$ cat config.mk
export PLATFORM = sky130hd
export DESIGN_NAME = load_store_unit_flat
export DESIGN_NICKNAME = d
export VERILOG_FILES = /design/src/rtl/load_store_unit_if.sv /design/src/rtl/load_store_unit.sv /design/src/flat_wrapper.sv
export SDC_FILE = /design/constraint.sdc
export NUM_CORES = 1
export LEC_CHECK = 0
export CAP_MARGIN = 30
export CORE_MARGIN = 5
export CORE_UTILIZATION = 41
export DETAILED_ROUTE_END_ITERATION = 10
export PLACE_DENSITY_LB_ADDON = 0.12
export SLEW_MARGIN = 15
export SYNTH_ARGS = -nofsm -noshare
export SYNTH_HDL_FRONTEND = slang
export SYNTH_SLANG_ARGS = --single-unit
$ cat constraint.sdc
create_clock -name clk -period 2 [get_ports clk]
set_input_delay 0.5 -clock clk [delete_from_list [all_inputs] [get_ports clk]]
set_output_delay 0.5 -clock clk [all_outputs]
set_load 0.03 [all_outputs]
$ cat src/rtl/load_store_unit_if.sv
// Memory-side bus of the load/store unit: a single request/ready handshake
// carrying word address, byte enables and lane-replicated write data.
interface load_store_unit_if;
    logic        mem_req;
    logic        mem_we;
    logic [31:0] mem_addr;
    logic [3:0]  mem_be;
    logic [31:0] mem_wdata;
    logic        mem_ready;
    logic [31:0] mem_rdata;

    modport master (
        output mem_req, mem_we, mem_addr, mem_be, mem_wdata,
        input  mem_ready, mem_rdata
    );

    modport slave (
        input  mem_req, mem_we, mem_addr, mem_be, mem_wdata,
        output mem_ready, mem_rdata
    );
endinterface

$ cat src/rtl/load_store_unit.sv
// Load/store unit: stalls the core while one memory access is in flight, aligns
// and extends load data, and flags misaligned, illegal or timed-out accesses.
module load_store_unit #(
    parameter int TIMEOUT = 16
) (
    input  logic                      clk,
    input  logic                      reset,
    input  logic                      MemRead,
    input  logic                      MemWrite,
    input  logic [2:0]                funct3,
    input  logic [31:0]               addr,
    input  logic [31:0]               wdata,
    output logic                      stall,
    output logic [31:0]               rdata,
    output logic                      fault,
    load_store_unit_if.master         mem
);

    typedef enum logic [1:0] {IDLE, BUSY, DONE} state_e;

    typedef struct packed {
        logic        we;
        logic [31:0] addr;
        logic [3:0]  be;
        logic [31:0] wdata;
        logic [1:0]  size;
        logic        sign;
    } req_t;

    localparam logic [7:0] TIMEOUT_CNT = 8'(TIMEOUT);

    state_e      state_q, state_d;
    req_t        req_q, req_d;
    logic [7:0]  cnt_q, cnt_d;
    logic        err_q, err_d;
    logic [31:0] rdata_q, rdata_d;

    logic        access, f3_ok, aligned, req_ok, req_bad;
    logic [3:0]  new_be;
    logic [31:0] new_wdata;
    logic [31:0] shifted, ld_data;

    // Decode of the incoming access; reset masks it so nothing starts or faults.
    always_comb begin
        access = (MemRead | MemWrite) & ~reset;
        unique case (funct3)
            3'b000, 3'b001, 3'b010: f3_ok = 1'b1;
            3'b100, 3'b101:         f3_ok = ~MemWrite;
            default:                f3_ok = 1'b0;
        endcase
        unique case (funct3[1:0])
            2'b00:   aligned = 1'b1;
            2'b01:   aligned = ~addr[0];
            2'b10:   aligned = (addr[1:0] == 2'b00);
            default: aligned = 1'b0;
        endcase
        req_ok  = access & f3_ok & aligned;
        req_bad = access & ~(f3_ok & aligned);

        new_be    = 4'b1111;
        new_wdata = '0;
        if (MemWrite) begin
            unique case (funct3[1:0])
                2'b00: begin
                    new_be    = 4'b0001 << addr[1:0];
                    new_wdata = {4{wdata[7:0]}};
                end
                2'b01: begin
                    new_be    = addr[1] ? 4'b1100 : 4'b0011;
                    new_wdata = {2{wdata[15:0]}};
                end
                default: new_wdata = wdata;
            endcase
        end
    end

    always_comb begin
        shifted = mem.mem_rdata >> {req_q.addr[1:0], 3'b000};
        unique case (req_q.size)
            2'b00:   ld_data = {{24{req_q.sign & shifted[7]}}, shifted[7:0]};
            2'b01:   ld_data = {{16{req_q.sign & shifted[15]}}, shifted[15:0]};
            default: ld_data = mem.mem_rdata;
        endcase
    end

    // NOTE: every output and next-state variable gets a default first, so no
    // path through the case statement can leave one unassigned and infer a latch.
    always_comb begin
        state_d = state_q;
        req_d   = req_q;
        cnt_d   = cnt_q;
        err_d   = err_q;
        rdata_d = rdata_q;
        stall   = 1'b0;
        fault   = 1'b0;
        rdata   = '0;

        unique case (state_q)
            IDLE: begin
                if (req_ok) begin
                    stall       = 1'b1;
                    req_d.we    = MemWrite;
                    req_d.addr  = addr;
                    req_d.be    = new_be;
                    req_d.wdata = new_wdata;
                    req_d.size  = funct3[1:0];
                    req_d.sign  = ~funct3[2];
                    cnt_d       = '0;
                    err_d       = 1'b0;
                    rdata_d     = '0;
                    state_d     = BUSY;
                end else if (req_bad) begin
                    fault = 1'b1;
                end
            end
            BUSY: begin
                stall = 1'b1;
                // A response in the final allowed cycle still wins over the timeout.
                if (mem.mem_ready) begin
                    rdata_d = req_q.we ? '0 : ld_data;
                    state_d = DONE;
                end else if (cnt_q + 8'd1 == TIMEOUT_CNT) begin
                    err_d   = 1'b1;
                    rdata_d = '0;
                    state_d = DONE;
                end else begin
                    cnt_d = cnt_q + 8'd1;
                end
            end
            DONE: begin
                fault   = err_q;
                rdata   = rdata_q;
                state_d = IDLE;
            end
            default: state_d = IDLE;
        endcase
    end

    // NOTE: sequential state uses non-blocking assignments so every flop samples
    // the values from before the edge, independent of statement order.
    always_ff @(posedge clk) begin
        if (reset) begin
            state_q <= IDLE;
            req_q   <= '0;
            cnt_q   <= '0;
            err_q   <= 1'b0;
            rdata_q <= '0;
        end else begin
            state_q <= state_d;
            req_q   <= req_d;
            cnt_q   <= cnt_d;
            err_q   <= err_d;
            rdata_q <= rdata_d;
        end
    end

    assign mem.mem_req   = (state_q == BUSY);
    assign mem.mem_we    = req_q.we & mem.mem_req;
    assign mem.mem_addr  = {req_q.addr[31:2], 2'b00};
    assign mem.mem_be    = req_q.be;
    assign mem.mem_wdata = req_q.wdata;

endmodule

$ cat src/flat_wrapper.sv
// flat-port wrapper written by rule: the top's interface ports become plain ports
module load_store_unit_flat 
#(
    parameter int TIMEOUT = 16
)
  (clk, reset, MemRead, MemWrite, funct3, addr, wdata, stall, rdata, fault, mem_mem_req, mem_mem_we, mem_mem_addr, mem_mem_be, mem_mem_wdata, mem_mem_ready, mem_mem_rdata);
  load_store_unit_if mem_i ();
  input  logic clk;
  input  logic reset;
  input  logic MemRead;
  input  logic MemWrite;
  input  logic [2:0] funct3;
  input  logic [31:0] addr;
  input  logic [31:0] wdata;
  output logic stall;
  output logic [31:0] rdata;
  output logic fault;
  output wire logic [$bits(mem_i.mem_req)-1:0] mem_mem_req;
  output wire logic [$bits(mem_i.mem_we)-1:0] mem_mem_we;
  output wire logic [$bits(mem_i.mem_addr)-1:0] mem_mem_addr;
  output wire logic [$bits(mem_i.mem_be)-1:0] mem_mem_be;
  output wire logic [$bits(mem_i.mem_wdata)-1:0] mem_mem_wdata;
  input wire logic [$bits(mem_i.mem_ready)-1:0] mem_mem_ready;
  input wire logic [$bits(mem_i.mem_rdata)-1:0] mem_mem_rdata;
  assign mem_mem_req = mem_i.mem_req;
  assign mem_mem_we = mem_i.mem_we;
  assign mem_mem_addr = mem_i.mem_addr;
  assign mem_mem_be = mem_i.mem_be;
  assign mem_mem_wdata = mem_i.mem_wdata;
  assign mem_i.mem_ready = mem_mem_ready;
  assign mem_i.mem_rdata = mem_mem_rdata;
  load_store_unit #(.TIMEOUT(TIMEOUT)) u_core (.clk(clk), .reset(reset), .MemRead(MemRead), .MemWrite(MemWrite), .funct3(funct3), .addr(addr), .wdata(wdata), .stall(stall), .rdata(rdata), .fault(fault), .mem(mem_i));
endmodule
==> Word-level counts from Yosys, hierarchy flattened <==
Index checks and enable logic that the tools add are counted.
{ "word_totals": {"reg_bits": 115, "input_bits": 104, "output_inout_bits": 104} }
{ "op_classes": {"addsub": 1, "n_eq_ne": 15, "n_shift": 2, "mux": 31, "n_bitwise": 14, "n_reduce_logical": 13} }
{ "op_table": {"columns": ["op", "n"], "rows": [
  ["2-to-1 mux 32 bit", 6],
  ["case mux 32 bit (2 select lines)", 3],
  ["right shift 32 x 5 -> 16 bit", 1],
  ["2-to-1 mux 8 bit", 3],
  ["case mux 8 bit (2 select lines)", 1],
  ["adder 8 x 1 -> 8 bit, second input constant", 1],
  ["AND 1 bit", 8],
  ["== test 8 x 5 -> 1 bit, second input constant", 1],
  ["zero test 2 bit", 4],
  ["2-to-1 mux 4 bit", 2],
  ["case mux 1 bit (2 select lines)", 4],
  ["case mux 4 bit (2 select lines)", 1],
  ["AND reduction 4 bit", 2],
  ["== test 2 x 1 -> 1 bit, second input constant", 3],
  ["== test 3 bit, second input constant", 2],
  ["2-to-1 mux 1 bit", 6],
  ["2-to-1 mux 2 bit", 3],
  ["!= test 2 bit, second input constant", 3],
  ["inverter 1 bit", 5],
  ["== test 2 bit, second input constant", 2],
  ["case mux 2 bit (2 select lines)", 1],
  ["AND reduction 2 bit", 2],
  ["<< shifter 1 x 2 -> 4 bit, first input constant", 1],
  ["== test 3 x 1 -> 1 bit, second input constant", 1],
  ["10 further kinds", 10]
]} }

==> Logic depth before layout (Yosys ltp) <==
Gate-level depths: netlist of run 1.
{ "depth": {"depth_word": 9, "mapped_depth": 9, "mapped_depth_nobuf": 6} }

==> Worst setup path before layout of run 1 <==
No wires, ideal clock.
{ "synth_timing": {"path_kind": "input port to flip-flop", "startpoint": "in funct3[0]", "endpoint": "reg u_core.rdata_q[10]", "setup_ps": 117, "arrival_time_ps": 2143, "required_time_ps": 1883, "path_slack_ps": -260, "stages": 7, "path_buffers": 2, "path_cell_list": "buf_2 > nor4_4 > nor2_1 > o21ai_1 > a21oi_1 > buf_2 > a32o_1"} }
{ "synth_between": {"elab_chain_cells": 7, "word_cells_on_any_way": 16, "classes_between": "eq/ne: 7; mux: 2; bitwise: 2; reduce/logical: 5"} }
{ "synth_lines": {"columns": ["item", "line", "rtl"], "rows": [
  ["start, declared", "flat_wrapper.sv:12", "input logic [2:0] funct3;"],
  ["== test 3 x 1 -> 1 bit, or another cell as far along", "load_store_unit.sv:46", "unique case (funct3)"],
  ["OR reduction 3 bit or OR reduction 2 bit (tied branches)", "load_store_unit.sv:46", null],
  ["case mux 1 bit (2 select lines)", "load_store_unit.sv:46", null],
  ["AND 1 bit", "load_store_unit.sv:57", "req_ok = access & f3_ok & aligned;"],
  ["AND 1 bit *", "load_store_unit.sv:57", null],
  ["!= test 2 x 1 -> 1 bit (no line) *", null, null],
  ["AND reduction 3 bit (no line) *", null, null],
  ["end signal, assigned", "load_store_unit.sv:153", "rdata_q <= rdata_d;"],
  ["end, declared", "load_store_unit.sv:36", "logic [31:0] rdata_q, rdata_d;"]
]} }
Mark *: on every way between the ends. The rest lies on a longest branch, timed or not.
A chain may end at the register's enable or synchronous reset.

==> Worst setup path in the final report of run 1 <==
{ "layout_timing": {"startpoint": "reg u_core.state_q[0]", "endpoint": "out rdata[3]"} }
{ "layout_between": {"elab_chain_cells": 2} }
{ "layout_lines": {"columns": ["item", "line", "rtl"], "rows": [
  ["start, declared", "load_store_unit.sv:32", "state_e state_q, state_d;"],
  ["start signal, assigned", "load_store_unit.sv:149", "state_q <= state_d;"],
  ["== test 2 bit", "load_store_unit.sv:98", "unique case (state_q)"],
  ["2-to-1 mux 32 bit", "load_store_unit.sv:98", null],
  ["end, declared", "flat_wrapper.sv:16", "output logic [31:0] rdata;"]
]} }
Every way passes these cells.

==> results of run 1 <==
-- report_power, final --
part | switching [mW] | total [mW] | internal, mW
combinational | 0.483 | 0.937 | 0.453
clock | 1.06 | 3.33 | 2.28
sequential | 0.0365 | 2.39 | 2.35
-- Yosys cell counts, drive strengths merged, types with 2 or more instances --
library cell  instances
a21oi                88
nand2b                6
nor4                  2
o2bb2ai              24
a21o                  3
buf                  91
nand2               137
nor2b                 7
or3                   3
nor2                 30
and2                 33
mux2                 17
dfxtp               115
clkbuf               32
o211ai                8
nor3                  7
a311oi                5
o21ai                39
a31oi                 3
mux2i                19
nand3                44
a32o                  6
-- layer usage --
layer  vias up  GRT usage  wire length [µm]
li1       2782          -                 -
met1      2747      0.252              7430
met2       228      0.357              8820
met3        31     0.0911              1820
met4         0     0.0821               383
met5         -          0                 0
-- state kept, by name, indices dropped and copies added, names as in the netlist --
signal and flops:
u_core.err_q 1, u_core.mem.mem_addr 30, u_core.req_q 6, u_core.cnt_q 8
u_core.state_q 2, u_core.rdata_q 32, u_core.mem.mem_be 4, u_core.mem.mem_wdata 32
-- what timing repair did --
action,CTS,global route
gates resized for setup,56,36
pin swaps,7,3
setup buffers,4,2
setup endpoints to repair,148,46
hold buffers,0,0
-- final timing paths --
check	endpoint	slack [ps]	cells past startpoint
hold reg to reg	u_core.mem.mem_wdata[15]$_SDFFE_PP0P_	450	2
hold / removal	u_core.mem.mem_wdata[15]$_SDFFE_PP0P_	450	2
setup / recovery	rdata[3]	20	5
setup reg to reg	u_core.cnt_q[2]$_SDFFE_PP0P_	60	8
-- per-stage QoR --
stage,hold WS (ps),cells,setup slack [ps]
floorplan,418,736,-32.6
global placement,428,1052,-580
detailed placement,432,1052,-662
CTS,442,1088,-38.4
global route,470,1089,-68.7
finish,449,1089,16.4
-- cell type report --
| type | instances | area [µm²] | area share |
|---|---|---|---|
| Multi-Input combinational cell | 496 | 2890 | 0.332 |
| Timing Repair Buffer | 264 | 2620 | 0.301 |
| Sequential cell | 115 | 2310 | 0.265 |
| Clock buffer | 23 | 508 | 0.0584 |
| Tap cell | 180 | 225 | 0.0259 |
| Clock inverter | 9 | 148 | 0.0170 |
| Inverter | 2 | 7.51 | 0.000863 |
-- logic make-up (layout without fill, tap and decap cells) --
family                   after synthesis  count (layout)  share of synthesized area
AO/OA/AOI/OAI                        183             183                      0.192
multiplexers                          36              36                     0.0653
other                                  1               2                   0.000642
flip-flops                           115             115                      0.394
buffers and inverters                125             298                      0.130
adder cells (fa/ha/maj)                1               1                    0.00214
AND/OR/NAND/NOR                      274             274                      0.216
-- worst register-to-register path, delay by kind of cell, from the launching register on --
family,cells,cell delay [ps]
simple gates,3,710
buf+inv,3,480
compound gates,2,220
flops,1,360
==> impl_results.md, run 1 <==
- CTS tree: yes
- DRT Pass-1 Iters: 8
- Worst Setup SP: u_core.state_q[0]$_SDFFE_PP0P_
- Fin Setup TNS: 0 ps
- Post-synth top area cell: dfxtp_1
- Area of the core: 13900 µm²
- PD cells: 765 nW/µm²
- Async set-or-reset flop fraction in the synthesized netlist: 0
- DPL Wire Length: 13.2 mm
- Nets@finish: approximately 1000
- Post-synth cell types: 45
- Synth top area cells: dfxtp_1 39%, nand2_1 8.8%, buf_4 8.7%
- N_diodes: 0
- Layout overhead on the synthesized area: 48.9%
- Routability cong.: approximately 0.86
- Final min period: 1980 ps
- Most frequent cells in the layout: 149 x clkdlybuf4s50_1, 137 x nand2_1, 113 x dfxtp_1, 86 x a21oi_1, 53 x buf_4
- Mapped Cells: 735
- Reg clk slew, reported paths: 50 ps
- Worst EP required: about 1500 ps
- Worst vdd ir: 533 µV
- Fillers: about 1200
- Wire length per cell: roughly 17 µm
- Clock Path Buffers: 2
- Die ar.: approximately 17000 µm²
- Critical path type: flop to primary output
- Commonest non-fill, non-tap cell in the layout: clkdlybuf4s50_1
- Total power: approximately 6.7 mW
- TritonCTS buffer count: 17
- WP data arrival: 1480 ps
- H-tree lvl count: 4
- Vias in the first global route: just under 6000
- PortBufs: slightly above 200
- Fin util: 0.624
- Yosys top cell area share: 0.394
- RSZ-0062 raised after global routing: true
- Mapped cell area: 5840 µm²
- Sequential share of the synthesized area: 0.394
- CP dominant cell by count: buf_6
- Clock sink total: between 100 and 150
- # setup viols final: 0
- Root Buffer: clkbuf_16
- Hold crit path type: flop to flop
- Largest delay share family, worst path: buffers and inverters
- Crit. End Element: primary output
- Vias after detailed routing: ~5800
- DR vias/cell: about 5.3
- Most used DFF post-synth: dfxtp_1
- CP peak stage delay: between 300 and 400 ps
- Antenna-violating nets left: 0
- Slew headroom: 0.404
- Row cnt: 43
- Endpoints failing hold: 0
- Critical-path cell list: buf_6 -> nor2b_4 -> buf_12 -> and2_1 -> buf_6
- Maxcap violations: 0
- Antenna violations before repair: 0
- Post-synth EDFFs: 0
- Crit start category: flop
- Max Fclk: 0.504 GHz
- CP bufs+invs: 3
- Final number of max-transition violations: 0
- DRT Wirelength: between 15 and 20 mm
- Clk Latency, worst-skew pair: between 400 and 500 ps
- Period Utilization, post-route: 0.992
- Hold wc startpoint: u_core.mem.mem_wdata[15]$_SDFFE_PP0P_
- Design Area, Final: 8700 µm²
- Seq cells post-synth: between 100 and 150
- Placed Area: a little under 8000 µm²
- Syn avg cell area: around 7.9 µm²
- Die width: between 100 and 150 µm
- Total gr overflow: 0
- Share of cells above drive strength 1: 0.191
- Ys Warns: 0
- Layout Skew: roughly 8.6 ps
- Pin count of the biggest net entering global routing: 85
- Outcome: completed
- Total GRT Usage: 0.217
- Num ports: about 210
- Chip height: about 130 µm
- DRC Markers: 0
- R2R Path Start: u_core.state_q[1]$_SDFFE_PP0P_
- Slowest cell on the critical path: dfxtp_2
- Worst Tran Pin Value: 894 ps
- Maximum fanout along the worst path: 32
- DRT iter0 DRCs: 335
- Initial core utilization: 0.419
- First-pass GRT wire length: 28.9 mm
- Leakage: ~3.4 nW
Power figures use the tool's default switching activity.
==> run 2: changes to the inputs <==
--- a/config.mk
+++ b/config.mk
@@ -7,9 +7,10 @@
 export LEC_CHECK = 0
 export CAP_MARGIN = 30
 export CORE_MARGIN = 5
-export CORE_UTILIZATION = 41
+export CORE_UTILIZATION = 45
 export DETAILED_ROUTE_END_ITERATION = 10
 export PLACE_DENSITY_LB_ADDON = 0.12
+export SETUP_SLACK_MARGIN = 0.4
 export SLEW_MARGIN = 15
 export SYNTH_ARGS = -nofsm -noshare
 export SYNTH_HDL_FRONTEND = slang
==> constraint.sdc (replaced) <==
create_clock -name clk -period 2.2 [get_ports clk]
set_input_delay 0.55 -clock clk [delete_from_list [all_inputs] [get_ports clk]]
set_output_delay 0.55 -clock clk [all_outputs]
set_load 0.03 [all_outputs]
==> impl_results.md, run 2 (synthesized netlist as in run 1, its figures left out) <==
- TritonCTS buffer count: 17
- Root Buffer: clkbuf_16
- Hold crit path type: input pin to flop
- PortBufs: around 210
- Met3 Use GR: 0.0881
- Row cnt: 41
- Num ports: between 200 and 250
- Vias after detailed routing: around 6500
- DRT Pass-1 Iters: 5
- Clock sink total: roughly 120
- GR Layer Usage met2: 0.460
- Commonest non-fill, non-tap cell in the layout: dfxtp_1
- DRC Markers: 0
- Switching power: approximately 1.7 mW
- Total power: 6.26 mW
- First-pass GRT wire length: ~33 mm
- Die width: ~120 µm
- Area of the core: roughly 13000 µm²
- Final min period: around 2200 ps
- Seq pwr share: 0.347
- PD cells: 593 nW/µm²
- Leakage: between 4 and 5 nW
- Maximum fanout along the worst path: 5
- DRT Wirelength: about 25 mm
- Maxcap violations: 0
- Internal: between 4 and 5 mW
- Wire length per cell: roughly 22 µm
- Worst EP required: approximately 2500 ps
- Switch share: 0.269
- Most frequent cells in the layout: 110 x dfxtp_1, 99 x nand2_1, 91 x clkdlybuf4s50_1, 67 x buf_6, 66 x dlygate4sd2_1
- Clk Latency, worst-skew pair: between 400 and 500 ps
- Fin util: 0.834
- Max Fclk: between 0.4 and 0.5 GHz
- DPL Wire Length: 13.1 mm
- Initial core utilization: 0.461
- Clock Path Buffers: 2
- Antenna violations before repair: 1
- Vias in the first global route: between 6000 and 7000
- Fin cells: approximately 1100
- Endpoints failing hold: 0
- WP data arrival: about 2500 ps
- Layout overhead on the synthesized area: 80.8%
- Nets@finish: 1051
- CP dominant cell by count: buf_6
- DRT iter0 DRCs: ~630
- Slowest cell on the critical path: nor4_4
- CP bufs+invs: 8
- DR vias/cell: roughly 5.8
- Crit start category: input pin
- Hold_ws: about 450 ps
- Total gr overflow: 0
- Inst Count DP: around 1000
- Clock power frac: 0.453
- Largest delay share family, worst path: buffers and inverters
- Total GRT Usage: 0.282
- Design Area, Final: between 10000 and 15000 µm²
- Power share of the combinational group: 0.200
- Pin count of the biggest net entering global routing: 45
- Chip height: ~120 µm
- Worst Tran Pin Value: approximately 740 ps
- Crit. End Element: flop
- Routability cong.: ~0.89
- CP peak stage delay: 280 ps
- Critical-path cell list: clkdlybuf4s15_1 -> nor4_4 -> buf_4 -> nor2_4 -> buf_6 -> buf_6 -> nor3_4 -> buf_6 -> buf_6 -> buf_6 -> buf_16 -> nor2_1 -> nor3_1
- Reg clk slew, reported paths: ~60 ps
- Period Utilization, post-route: 0.996
- Layout Skew: 8.31 ps
- CTS tree: yes
- Outcome: completed
- Fillers: 704
- Antenna-violating nets left: 0
- Share of cells above drive strength 1: 0.433
- Final number of max-transition violations: 0
- # setup viols final: 0
- H-tree lvl count: 4
- Slew headroom: 0.507
- GRT busiest layer: met2
- Critical path type: input pin to flop
- Placed Area: between 7000 and 8000 µm²
- RSZ-0062 raised after global routing: true
- Met1 Use GR: 0.342
- # hold bufs at CTS: 0
- Die ar.: 15400 µm²
- Worst vdd ir: 527 µV
-- run 2: changes by cell type in the layout (fill, tap and decap cells not counted), sizes merged, moves of 5 or more --
cell and change:
buf +44, dlygate4sd2 +64, clkdlybuf4s50 -58, dlymetal6s2s -11, clkbuf +7, clkdlybuf4s15 +5
-- run 2: cell type report --
cell class                 instances  area [µm²]  area share
multi-input combinational        496        3930       0.372
timing repair buffer             314        3480       0.330
sequential                       115        2320       0.219
clock buffer                      24         512      0.0484
tap                              172         215      0.0204
clock inverter                     8        97.6     0.00924
inverter                           2        10.0    0.000948
antenna                            1        2.50    0.000237
-- run 2: layer usage --
metal  share of wire  vias up
met5               0        -
met4           0.039        0
met3           0.088       85
met2            0.50      384
met1            0.37     3177
li1                -     2900
-- run 2: tightest hold or removal path, stage by stage --
cell,delay [ps]
buf_2,160
nand2_2,80
a21oi_2,50
-- run 2: metrics by stage --
| stage | setup slack, ps | TNS (ps) |
|---|---|---|
| 3_3_place_gp | -373 | -34470 |
| 5_1_grt | -16.1 | -16.1 |
| 6_report | 7.72 | 0 |
| 2_1_floorplan | 192 | 0 |
| 3_5_place_dp | -417 | -38690 |
| 4_1_cts | 78.1 | 0 |
-- run 2: power by group through the flow --
stage	sequential, mW	combinational (mW)	clock [mW]
finish	2.17	1.25	2.83
global route	2.18	1.30	2.96
CTS	2.17	1.05	2.82
detailed placement	2.21	0.829	0
global placement	2.21	0.821	0
floorplan	2.20	0.464	0
-- run 2: path summary, 6_finish.rpt --
check | start | to | cells past startpoint | slack, ps
worst max-delay path | addr[1] | u_core.mem.mem_be[0]$_SDFFE_PP0P_ | 13 | 8
worst min-delay path | MemWrite | u_core.req_q[71]$_SDFFE_PP0P_ | 3 | 450
worst max register to register | u_core.cnt_q[1]$_SDFFE_PP0P_ | u_core.rdata_q[14]$_SDFFE_PP0P_ | 8 | 300
worst min register to register | u_core.mem.mem_addr[8]$_SDFFE_PP0P_ | u_core.mem.mem_addr[8]$_SDFFE_PP0P_ | 2 | 460
-- run 2: what timing repair did --
item                                    in CTS  in global routing
endpoints found under the setup margin     216                151
gates resized for setup                    313                158
buffers inserted                            27                 15
pin swaps                                   96                 66
cloned                                      15                  5
